==> src/rtl/scrod_trg_pkg.sv <==
// Shared types and constants for the SCROD-side TRG/ACK trigger responder.
package scrod_trg_pkg;

    typedef enum logic [1:0] {
        IDLE     = 2'd0,
        ACKED    = 2'd1,
        WAIT_LOW = 2'd2
    } trg_state_e;

    localparam int CNT_W_DEF    = 16;
    localparam int FILTER_CNT_W = 4;

endpackage

==> src/rtl/scrod_trg_responder_sync_filter.sv <==
// Two-flop synchroniser for the asynchronous TRG line plus a run-length glitch filter.
module trg_sync_filter
    import scrod_trg_pkg::*;
#(
    parameter int FILTER_LEN = 3
) (
    input  logic clk_i,
    input  logic rst_n_i,
    input  logic trg_i,
    output logic trg_s_o,
    output logic qualified_o
);

    localparam logic [FILTER_CNT_W-1:0] LEN    = FILTER_CNT_W'(FILTER_LEN);
    localparam logic [FILTER_CNT_W-1:0] LEN_M1 = FILTER_CNT_W'(FILTER_LEN - 1);

    logic                    sync1_q;
    logic                    sync2_q;
    logic [FILTER_CNT_W-1:0] cnt_q;
    logic [FILTER_CNT_W-1:0] cnt_d;

    always_comb begin
        cnt_d = cnt_q;
        if (!sync2_q) begin
            cnt_d = '0;
        end else if (cnt_q != LEN) begin
            cnt_d = cnt_q + 1'b1;
        end
    end

    always_ff @(posedge clk_i) begin
        if (!rst_n_i) begin
            sync1_q <= 1'b0;
            sync2_q <= 1'b0;
            cnt_q   <= '0;
        end else begin
            sync1_q <= trg_i;
            sync2_q <= sync1_q;
            cnt_q   <= cnt_d;
        end
    end

    // Qualifies in the cycle the counter is about to reach FILTER_LEN, so the
    // accept edge lands 2+FILTER_LEN edges after TRG is first sampled high.
    assign trg_s_o     = sync2_q;
    assign qualified_o = sync2_q && (cnt_q >= LEN_M1);

endmodule

==> src/rtl/scrod_trg_responder.sv <==
// SCROD far end of the TRG/ACK trigger link: accepts or rejects triggers and holds ACK as busy.
// Optional watchdog on the ACKED state is compiled in with `define SCROD_TRG_TIMEOUT_EN.
module scrod_trg_responder
    import scrod_trg_pkg::*;
#(
    parameter int FILTER_LEN  = 3,
    parameter int CNT_W       = CNT_W_DEF,
    parameter int TIMEOUT_CYC = 65535
) (
    input  logic             CLK_42MHZ,
    input  logic             RESET_N,
    input  logic             TRG,
    output logic             ACK,
    input  logic             ENABLE,
    input  logic             READY,
    input  logic             READOUT_DONE,
    input  logic             CLR_CNT,
    output logic             TRG_LOCAL,
    output logic [CNT_W-1:0] EVT_NUM,
    output logic [CNT_W-1:0] MISSED_CNT,
    output logic             BUSY,
    output logic             TIMEOUT_ERR
);

    trg_state_e       state_q, state_d;
    logic             ack_q, trg_local_q, trg_local_d;
    logic [CNT_W-1:0] evt_q, evt_d, missed_q, missed_d;
    logic             low_seen_q, low_seen_d, done_seen_q, done_seen_d;
    logic             low_now, done_now;
    logic             trg_s, qualified;
    logic             timeout_hit;

    trg_sync_filter #(.FILTER_LEN(FILTER_LEN)) u_sync_filter (
        .clk_i       (CLK_42MHZ),
        .rst_n_i     (RESET_N),
        .trg_i       (TRG),
        .trg_s_o     (trg_s),
        .qualified_o (qualified)
    );

`ifdef SCROD_TRG_TIMEOUT_EN
    localparam int             WD_W     = $clog2(TIMEOUT_CYC + 1);
    localparam logic [WD_W-1:0] WD_LIMIT = WD_W'(TIMEOUT_CYC);

    logic [WD_W-1:0] wdog_q;
    logic            err_q;

    assign timeout_hit = (state_q == ACKED) && (wdog_q == WD_LIMIT) && !done_seen_q;

    always_ff @(posedge CLK_42MHZ) begin
        if (!RESET_N) begin
            wdog_q <= '0;
            err_q  <= 1'b0;
        end else begin
            if (state_q != ACKED) begin
                wdog_q <= '0;
            end else if (wdog_q != WD_LIMIT) begin
                wdog_q <= wdog_q + 1'b1;
            end
            err_q <= (err_q | timeout_hit) & ~CLR_CNT;
        end
    end

    assign TIMEOUT_ERR = err_q;
`else
    assign timeout_hit = 1'b0;
    assign TIMEOUT_ERR = 1'b0;
`endif

    // DONE is not sampled during the TRG_LOCAL cycle; it must belong to this event.
    assign low_now  = low_seen_q | ~trg_s;
    assign done_now = done_seen_q | (READOUT_DONE & ~trg_local_q) | timeout_hit;

    always_comb begin
        state_d     = state_q;
        trg_local_d = 1'b0;
        evt_d       = evt_q;
        missed_d    = missed_q;
        low_seen_d  = low_seen_q;
        done_seen_d = done_seen_q;
        case (state_q)
            IDLE: begin
                low_seen_d  = 1'b0;
                done_seen_d = 1'b0;
                if (qualified) begin
                    if (!ENABLE) begin
                        state_d = WAIT_LOW;
                    end else if (!READY) begin
                        if (missed_q != '1) missed_d = missed_q + 1'b1;
                        state_d = WAIT_LOW;
                    end else begin
                        trg_local_d = 1'b1;
                        evt_d       = evt_q + 1'b1;
                        state_d     = ACKED;
                    end
                end
            end
            ACKED: begin
                low_seen_d  = low_now;
                done_seen_d = done_now;
                if (low_now && done_now) state_d = IDLE;
            end
            WAIT_LOW: begin
                if (!trg_s) state_d = IDLE;
            end
            default: state_d = IDLE;
        endcase
        if (CLR_CNT) begin
            evt_d    = '0;
            missed_d = '0;
        end
    end

    always_ff @(posedge CLK_42MHZ) begin
        if (!RESET_N) begin
            state_q     <= IDLE;
            ack_q       <= 1'b0;
            trg_local_q <= 1'b0;
            evt_q       <= '0;
            missed_q    <= '0;
            low_seen_q  <= 1'b0;
            done_seen_q <= 1'b0;
        end else begin
            state_q     <= state_d;
            ack_q       <= (state_d == ACKED);
            trg_local_q <= trg_local_d;
            evt_q       <= evt_d;
            missed_q    <= missed_d;
            low_seen_q  <= low_seen_d;
            done_seen_q <= done_seen_d;
        end
    end

    assign ACK        = ack_q;
    assign TRG_LOCAL  = trg_local_q;
    assign EVT_NUM    = evt_q;
    assign MISSED_CNT = missed_q;
    assign BUSY       = (state_q != IDLE);

endmodule

==> config.mk <==
export PLATFORM = sky130hd
export DESIGN_NAME = scrod_trg_responder
export DESIGN_NICKNAME = d
export VERILOG_FILES = /design/src/rtl/scrod_trg_pkg.sv /design/src/rtl/scrod_trg_responder_sync_filter.sv /design/src/rtl/scrod_trg_responder.sv
export SDC_FILE = /design/constraint.sdc
export NUM_CORES = 1
export LEC_CHECK = 0
export ABC_AREA = 1
export ABC_CLOCK_PERIOD_IN_PS = 1900
export CAP_MARGIN = 20
export CORE_ASPECT_RATIO = 1.5
export CORE_UTILIZATION = 43
export CTS_CLUSTER_DIAMETER = 100
export DETAILED_ROUTE_END_ITERATION = 8
export GPL_TIMING_DRIVEN = 1
export HOLD_SLACK_MARGIN = 0.06
export PLACE_DENSITY = 0.68
export SLEW_MARGIN = 20
export SYNTH_ARGS = -nofsm -noshare
export SYNTH_HDL_FRONTEND = slang
export SYNTH_SLANG_ARGS = --single-unit
==> constraint.sdc <==
create_clock -name CLK_42MHZ -period 1.9 [get_ports CLK_42MHZ]
set_clock_uncertainty 0.2 [all_clocks]
set_input_delay 0.57 -clock CLK_42MHZ [delete_from_list [all_inputs] [get_ports CLK_42MHZ]]
set_output_delay 0.57 -clock CLK_42MHZ [all_outputs]
set_load 0.01 [all_outputs]
Yosys cells after proc, flatten, opt, wreduce, memory -nomap -nowiden. Cells that the tools add are included.

Logic and storage cells: 45. Input bits: 7. Register bits after elaboration: 44. Output and inout port bits: 36.

Add/sub/neg operators: 3. Equality and inequality tests: 5. Reductions and logical operators: 10. Bitwise logic cells: 7. $lt $le $gt $ge: 1. Multiplexer cells: 9.

Operators by type and width (count): $add A16 B1 Y16 const B (2); $ne A16 B16 Y1 const B (1); $mux W2 (5); $reduce_and A4 Y1 (2); $pmux W2 S3 (1); $reduce_and A5 Y1 (1); $add A4 B1 Y4 const B (1); $eq A2 B1 Y1 const B (2); $ge A4 B2 Y1 const B (1); $ne A4 B2 Y1 const B (1); $not A1 Y1 (4); $pmux W1 S2 (2); $reduce_bool A2 Y1 (2); $eq A2 B2 Y1 const B (1); $logic_and A1 B1 Y1 (2); $logic_not A2 Y1 (1); $or A1 B1 Y1 (2); $reduce_and A2 Y1 (1); $reduce_or A2 Y1 (1); $and A1 B1 Y1 (1); $mux W1 (1).

Logic depth before layout (Yosys ltp). Gate-level depths: netlist (run 1).

Word-level depth: 7. Gate-level depth with buffers: 11. Gate-level depth less buffers: 10.

Hierarchy. From an unflattened synthesis (run 1), not the netlist that was laid out.

Cells, all modules: 344. Area, all modules: 2432.3 sq um.

Modules (own cells, without submodules): scrod_trg_responder (times used 1, cells an instance 308, sequential area each 760.7 sq um, area each 2153.3 sq um); trg_sync_filter (times used 1, cells an instance 36, sequential area each 120.1 sq um, area each 279.0 sq um).

Worst setup path after synthesis (run 1). Ideal clock, no wire load.

Kind: reg2reg. From: register missed_q[1] (netlist: MISSED_CNT[1]). To: register missed_q[10] (netlist: MISSED_CNT[10]). Data arrival time: 1.441 ns. Buffers on the path: 1. Stages on the path, launching flop included: 12. Library setup time: 0.110 ns. Setup slack: 0.149 ns. Data required time: 1.590 ns. Path through: dfxtp_1 -> ha_1 -> nand2_1 -> nor2_2 -> nand2_2 -> nor2_4 -> nand2_2 -> buf_4 -> nand3_1 -> nand2_1 -> inv_1 -> nor2_1.

Cells in the longest elaborated chain, start to end: 2.

Ends and longest elaborated chain: from (decl) (RTL line scrod_trg_responder.sv:27) `logic [CNT_W-1:0] evt_q, evt_d, missed_q, missed_d;`; from (signal assigned) (RTL line scrod_trg_responder.sv:128) `missed_q <= missed_d;`; parallel branches: the longest is 2 deep, another holds $add A16 B1 Y16.

Several ways; the timed one is not identified. A chain may end at the register's enable or synchronous reset.

Worst setup path after layout (run 1).
From: register state_q[1]. To: output port BUSY.

Cells in the longest elaborated chain, start to end: 1.

Ends and longest elaborated chain: from (decl) (RTL line scrod_trg_responder.sv:25) `trg_state_e state_q, state_d;`; from (signal assigned) (RTL line scrod_trg_responder.sv:124) `state_q <= state_d;`; $reduce_bool A2 Y1 (RTL line scrod_trg_responder.sv:138) `assign BUSY = (state_q != IDLE);`; to (decl) (RTL line scrod_trg_responder.sv:21) `output logic BUSY,`.

Every way passes these cells.

==> results of run 1 <==
power by group:
| group | switching, µW | internal [µW] |
|---|---|---|
| Clock | 326 | 391 |
| Sequential | 1.65 | 923 |
| Combinational | 32.5 | 29.7 |
layout by cell type, fill, tap and decap left out, types with 2 or more instances in the layout:
| cell type | n |
|---|---|
| nand3b_1 | 3 |
| ha_1 | 4 |
| nor2_1 | 45 |
| nand3_1 | 28 |
| xnor2_1 | 2 |
| nand2_1 | 91 |
| clkdlybuf4s50_1 | 6 |
| xor2_1 | 4 |
| buf_4 | 28 |
| a21oi_1 | 27 |
| dfxtp_1 | 27 |
| nand4_1 | 10 |
| dlygate4sd2_1 | 35 |
| nor3_1 | 7 |
| clkbuf_8 | 5 |
| inv_2 | 3 |
| o21ai_0 | 8 |
| nor2_2 | 5 |
| dfxtp_2 | 17 |
| a21oi_2 | 3 |
| nand2_2 | 8 |
| and3_1 | 2 |
| nor2_4 | 4 |
| inv_1 | 36 |
worst paths after layout:
path	endpoint	slack, ns	depth (start not counted)
worst max-delay path	BUSY	0.08	3
worst min-delay path	u_sync_filter.trg_s_o	0.22	2
worst max register to register	MISSED_CNT[12]	0.15	11
worst min register to register	u_sync_filter.trg_s_o	0.22	2
cell usage after synthesis, types with 2 or more instances:
library cell,count,share of area
nand2_1,93,0.15
ha_1,4,0.021
a21oi_2,3,0.011
nand4_1,10,0.027
nor2_2,4,0.011
o21ai_0,8,0.017
nand3_1,28,0.060
buf_2,3,0.0064
inv_1,38,0.061
and3_1,2,0.0053
xnor2_1,2,0.0074
nor2_4,4,0.019
buf_4,2,0.0064
xor2_1,4,0.015
dfxtp_1,44,0.37
nor2_1,46,0.073
nand2_2,6,0.016
nor3_1,7,0.015
a21oi_1,27,0.057
nand3b_1,3,0.0096
logic make-up (layout without fill, tap and decap cells):
group                    Yosys count  count (layout)  synth area share
buffers and inverters             47             120            0.0877
flip-flops                        44              44             0.374
AND/OR/NAND/NOR                  206             206             0.395
XOR/XNOR                           6               6            0.0223
adder cells (fa/ha/maj)            4               4            0.0213
other                              1               1           0.00159
AO/OA/AOI/OAI                     42              42            0.0983
cell type report:
| class | instances | area [µm²] | area share |
|---|---|---|---|
| Clock buffer | 6 | 72.6 | 0.0231 |
| Clock inverter | 2 | 35.0 | 0.0112 |
| Inverter | 40 | 150 | 0.0478 |
| Multi-Input combinational cell | 259 | 1280 | 0.408 |
| Sequential cell | 44 | 902 | 0.287 |
| Tap cell | 68 | 85.1 | 0.0271 |
| Timing Repair Buffer | 72 | 613 | 0.195 |
stage by stage:
step	hold WS, ns	setup TNS (ns)	setup WS (ns)
after floorplan	0.190	0	0.149
after global placement	0.196	-5.61	-0.245
after detailed placement	0.200	-6.72	-0.305
after CTS	0.220	0	0.0235
after global routing	0.262	0	0.00599
final	0.218	0	0.0757
repair_timing:
item,CTS,global route
gates resized for setup,52,7
setup endpoints to repair,35,13
buffers inserted,0,1
cloned,0,1
pin swaps,0,2
worst reg2reg max path, cell delays in order, from the launching register on:
cell     delay, ns
dfxtp_1       0.40
inv_1         0.06
ha_1          0.19
nor2_1        0.12
nand2_2       0.12
nand2_1       0.13
nor2_4        0.07
buf_4         0.14
nand3_1       0.08
nand2_1       0.05
nand2_1       0.06
nor2_1        0.04
state kept, by name, summed over array words and instances (netlist names):
register / count
ACK: 1
EVT_NUM: 16
TRG_LOCAL: 1
done_seen_q: 1
low_seen_q: 1
u_sync_filter.cnt_q: 4
u_sync_filter.trg_s_o: 1
state_q: 2
MISSED_CNT: 16
u_sync_filter.sync1_q: 1
per-layer routing:
| layer | track usage | vias to the layer above | share of wire |
|---|---|---|---|
| met5 | 0 | - | 0 |
| met4 | 0.0872 | 0 | 0.021 |
| met2 | 0.395 | 49 | 0.52 |
| li1 | - | 1264 | - |
| met1 | 0.214 | 1090 | 0.42 |
| met3 | 0.0345 | 9 | 0.037 |
==> run metrics, run 1 <==
Slowest cell on crit path dfxtp_1; DP Cell Count 481; drt pass-1 iters 6; CP Class reg -> out; CP delay by family, top flip-flops; Tightest Hold Check Type reg -> reg; clock latency at the later pin of the worst-skew pair 0.30 ns; RSZ-0062 raised after global routing false; crit-path cells inv_2, nand2_1, dlygate4sd2_1; DR iter-0 viols 99; I/O Buffers 41; number of synthesized flops with an enable pin 0; layout cells sized above 1 0.191; leakage power 0.00135 µW; yosys synthesis warning count 0; Die H 92.6 µm; n_diodes 0; via count 2,412; GR Util All Layers 0.205; drc violations 0; Seq cells post-synth 44; Critical path origin state_q[1]; H-tree levels 2; initial antenna violation count 0; Final Util 0.603; crit-path max FO 4; critical path data arrival time 1.05 ns; Syn Area/Cell 6.73 µm²; count of cell types in the netlist 32; Worst-path clk slew 0.08 ns; cts bufs inserted 5; Mapped Nets 361; CTS tree yes; Routed WL 5.51 mm; die area 5780 µm²; core footprint 5200 µm²; Setup crit start kind flip-flop; data required time at the worst endpoint 1.13 ns; Layout Area Growth over Synthesis 33.4%; IO Pins 43; Primary FF master, synth dfxtp_1; design area 3140 µm²; total power 1700 µW; first-pass GRT wire length 9.55 mm; kind of end point of the critical path primary output; slowest stage delay, CP 0.35 ns; # fillers 523; worst flop-to-flop path startpoint u_sync_filter.cnt_q[0]; Routability Congestion 0.904; Max Root-Sink Buffers 2; Post-CTS Hold Buffers 0; status finished clean; Final Hold Fails 0; final slew viol count 0; Final min period 1.82 ns; wire length per cell 11.2 µm; antenna violation net count after detailed routing 0; area post-placement 3020 µm²; asr flop ratio synth 0; sequential share of the synthesized area 0.374; Cell Area, Synth 2350 µm²; Gate Count Post-Synth 350; Root Buffer clkbuf_8; power per cell area 543 nW/µm²; Vias/cell 4.91; initial core utilization 0.452; Hold Crit Start u_sync_filter.sync1_q; hpwl dp 4.02 mm; largest net degree at the start of global routing 18; Max-cap violations 0; Peak Freq 0.548 GHz; final worst-path cycle share 0.960; grt ovf 0; Die X 62.4 µm; Clock Sinks 44; worst vdd ir 0.397 mV; number of cell rows 32; # nets final 433; endpoints failing setup 0; Non-Filler Instances 491; vias in the first global route 2,289; worst path bufs/invs 2
(Power assumes the default switching activity.)
==> run 2: changes to the inputs <==
--- a/config.mk
+++ b/config.mk
@@ -9,6 +9,7 @@
 export ABC_CLOCK_PERIOD_IN_PS = 1900
 export CAP_MARGIN = 20
 export CORE_ASPECT_RATIO = 1.5
+export CORE_MARGIN = 10
 export CORE_UTILIZATION = 43
 export CTS_CLUSTER_DIAMETER = 100
 export DETAILED_ROUTE_END_ITERATION = 8
==> run 2 against run 1 <==
Final cell count shrank 0.20%. Sequential share of layout area shrank 0.54 points. Critical path depth unchanged. Combinational power increased by 3%. Largest power group unchanged. Sequential cell count stayed put. Critical endpoint unchanged. Worst hold slack worse by 0.0031 ns. Clock power decreased by 11%. Worst setup slack gained 0.012 ns. Wire length increased by 8.8%. Sequential power barely moved. Register-to-register slack hardly changed. Die area grew 54%.
==> run metrics, run 2 (synthesized netlist as in run 1, its figures left out) <==
Routed WL 6.00 mm (+8.8%); Vias/cell 5.01 (+1.9%); Tightest Hold Check Type reg -> reg; status finished clean; most frequent cells in the layout nand2_1, nor2_1, inv_1; Worst-path clk slew 0.08 ns (about the same); worst vdd ir 0.414 mV (+4.4%); Root Buffer clkbuf_8; data required time at the worst endpoint 1.13 ns (about the same); dpl ws -0.282 ns (+0.0225 ns); register area 897 µm² (-0.55%); Max Root-Sink Buffers 2 (unchanged); crit-path max FO 4 (unchanged); Multi-input gate area 1330 µm² (+3.8%); drc violations 0 (unchanged); hpwl dp 4.41 mm (+9.8%); Final Hold Fails 0 (unchanged); die area 8900 µm² (+54%); CP Class reg -> out; Die X 80.4 µm (+29%); initial core utilization 0.449 (-0.00345); IO Pins 43 (unchanged); power per cell area 512 nW/µm² (-5.6%); most common cell after layout, fill and taps aside nand2_1; total power 1630 µW (-4.3%); final worst-path cycle share 0.954 (-0.00656); wire length per cell 12.2 µm (+9.0%); I/O Buffers 41 (unchanged); CTS tree yes; core footprint 5250 µm² (+0.77%); kind of end point of the critical path primary output; Setup crit start kind flip-flop; Non-Filler Instances 490 (-0.20%); endpoints failing setup 0 (unchanged); antenna violation net count after detailed routing 0 (unchanged); first-pass GRT wire length 10.1 mm (+5.7%); DP Cell Count 477 (-0.83%); Max-cap violations 0 (unchanged); DR iter-0 viols 139 (+40%); leakage power 0.00138 µW (+2.5%); fin worst setup slack 0.0882 ns (+0.0125 ns); # nets final 433 (unchanged); Peak Freq 0.552 GHz (+0.69%); n_diodes 0 (unchanged); number of cell rows 32 (unchanged); final slew viol count 0 (unchanged); initial antenna violation count 0 (unchanged); Final min period 1.81 ns (-0.0125 ns); critical path data arrival time 1.04 ns (about the same); cts bufs inserted 5 (unchanged); H-tree levels 2 (unchanged); Routability Congestion 0.861 (-4.8%); Die H 111 µm (+19%); largest net degree at the start of global routing 18 (unchanged); vias in the first global route 2,314 (+1.1%); Clock Sinks 44 (unchanged); drt pass-1 iters 4 (-2); setup TNS 0 ns (unchanged); GR Util All Layers 0.134 (-0.0706); # fillers 524 (+0.19%); layout cells sized above 1 0.194 (+0.00282); Hold WS 0.214 ns (-0.00310 ns); clock latency at the later pin of the worst-skew pair 0.29 ns (about the same); grt ovf 0 (unchanged); Layout Area Growth over Synthesis 35.2%; via count 2,453 (+1.7%)
run 2: changes by cell type in the layout (fill, tap and decap cells not counted), sizes merged:
cell,delta
nand2,+1
bufinv,-1
dlymetal6s2s,+2
clkbuf,+1
buf,-1
clkdlybuf4s50,-2
clkinv,-1
run 2: report_power, final:
part / switching (µW) / leakage, µW / internal, µW
sequential: 1.60 / 0.000361 / 924
clock: 317 / 0.0000503 / 324
combinational: 33.7 / 0.000971 / 30.1
total: 352 / 0.00138 / 1280
run 2: worst max-delay path, cell delays in order, from the launching register on:
cell           delay, ns
dfxtp_2             0.33
inv_2               0.07
nand2_2             0.06
dlygate4sd2_1       0.28
run 2: area by class of cell:
cell class / instances / share of cell area
sequential: 44 / 0.282
inverter: 40 / 0.0472
tap: 68 / 0.0267
clock buffer: 7 / 0.0303
multi-input combinational: 260 / 0.418
timing repair buffer: 71 / 0.196
run 2: worst paths after layout:
| path | start | end | slack [ns] | cells past startpoint |
|---|---|---|---|---|
| max | state_q[1] | BUSY | 0.09 | 3 |
| min reg2reg | u_sync_filter.sync1_q | u_sync_filter.trg_s_o | 0.21 | 2 |
| max reg2reg | state_q[1] | MISSED_CNT[3] | 0.15 | 9 |
| min | u_sync_filter.sync1_q | u_sync_filter.trg_s_o | 0.21 | 2 |
run 2: layer usage:
layer | vias up | routed length [µm] | track usage
met2 | 47 | 3150 | 0.240
met5 | - | 0 | 0
met4 | 0 | 114 | 0.0516
li1 | 1264 | - | -
met3 | 10 | 316 | 0.0389
met1 | 1132 | 2410 | 0.139
run 2: repair_timing:
action | in CTS | in global routing
hold buffers | 0 | 0
resized for setup | 43 | 24
pin swaps | 0 | 5
cloned | 0 | 2
setup buffers | 0 | 4
setup endpoints to repair | 35 | 31
run 2: stage by stage:
step                      instance area (µm²)   util
after floorplan                          2350      -
after global placement                   2990  0.571
after detailed placement                 2990  0.571
after CTS                                3060  0.583
after global routing                     3180  0.607
final                                    3180  0.607
==> run 3: changes to the inputs <==
--- a/config.mk
+++ b/config.mk
@@ -7,7 +7,6 @@
 export LEC_CHECK = 0
 export ABC_AREA = 1
 export ABC_CLOCK_PERIOD_IN_PS = 1900
-export CAP_MARGIN = 20
 export CORE_ASPECT_RATIO = 1.5
 export CORE_MARGIN = 10
 export CORE_UTILIZATION = 43
==> results of run 3 <==
No change in the layout: final DEF, timing and power equal those of run 2.
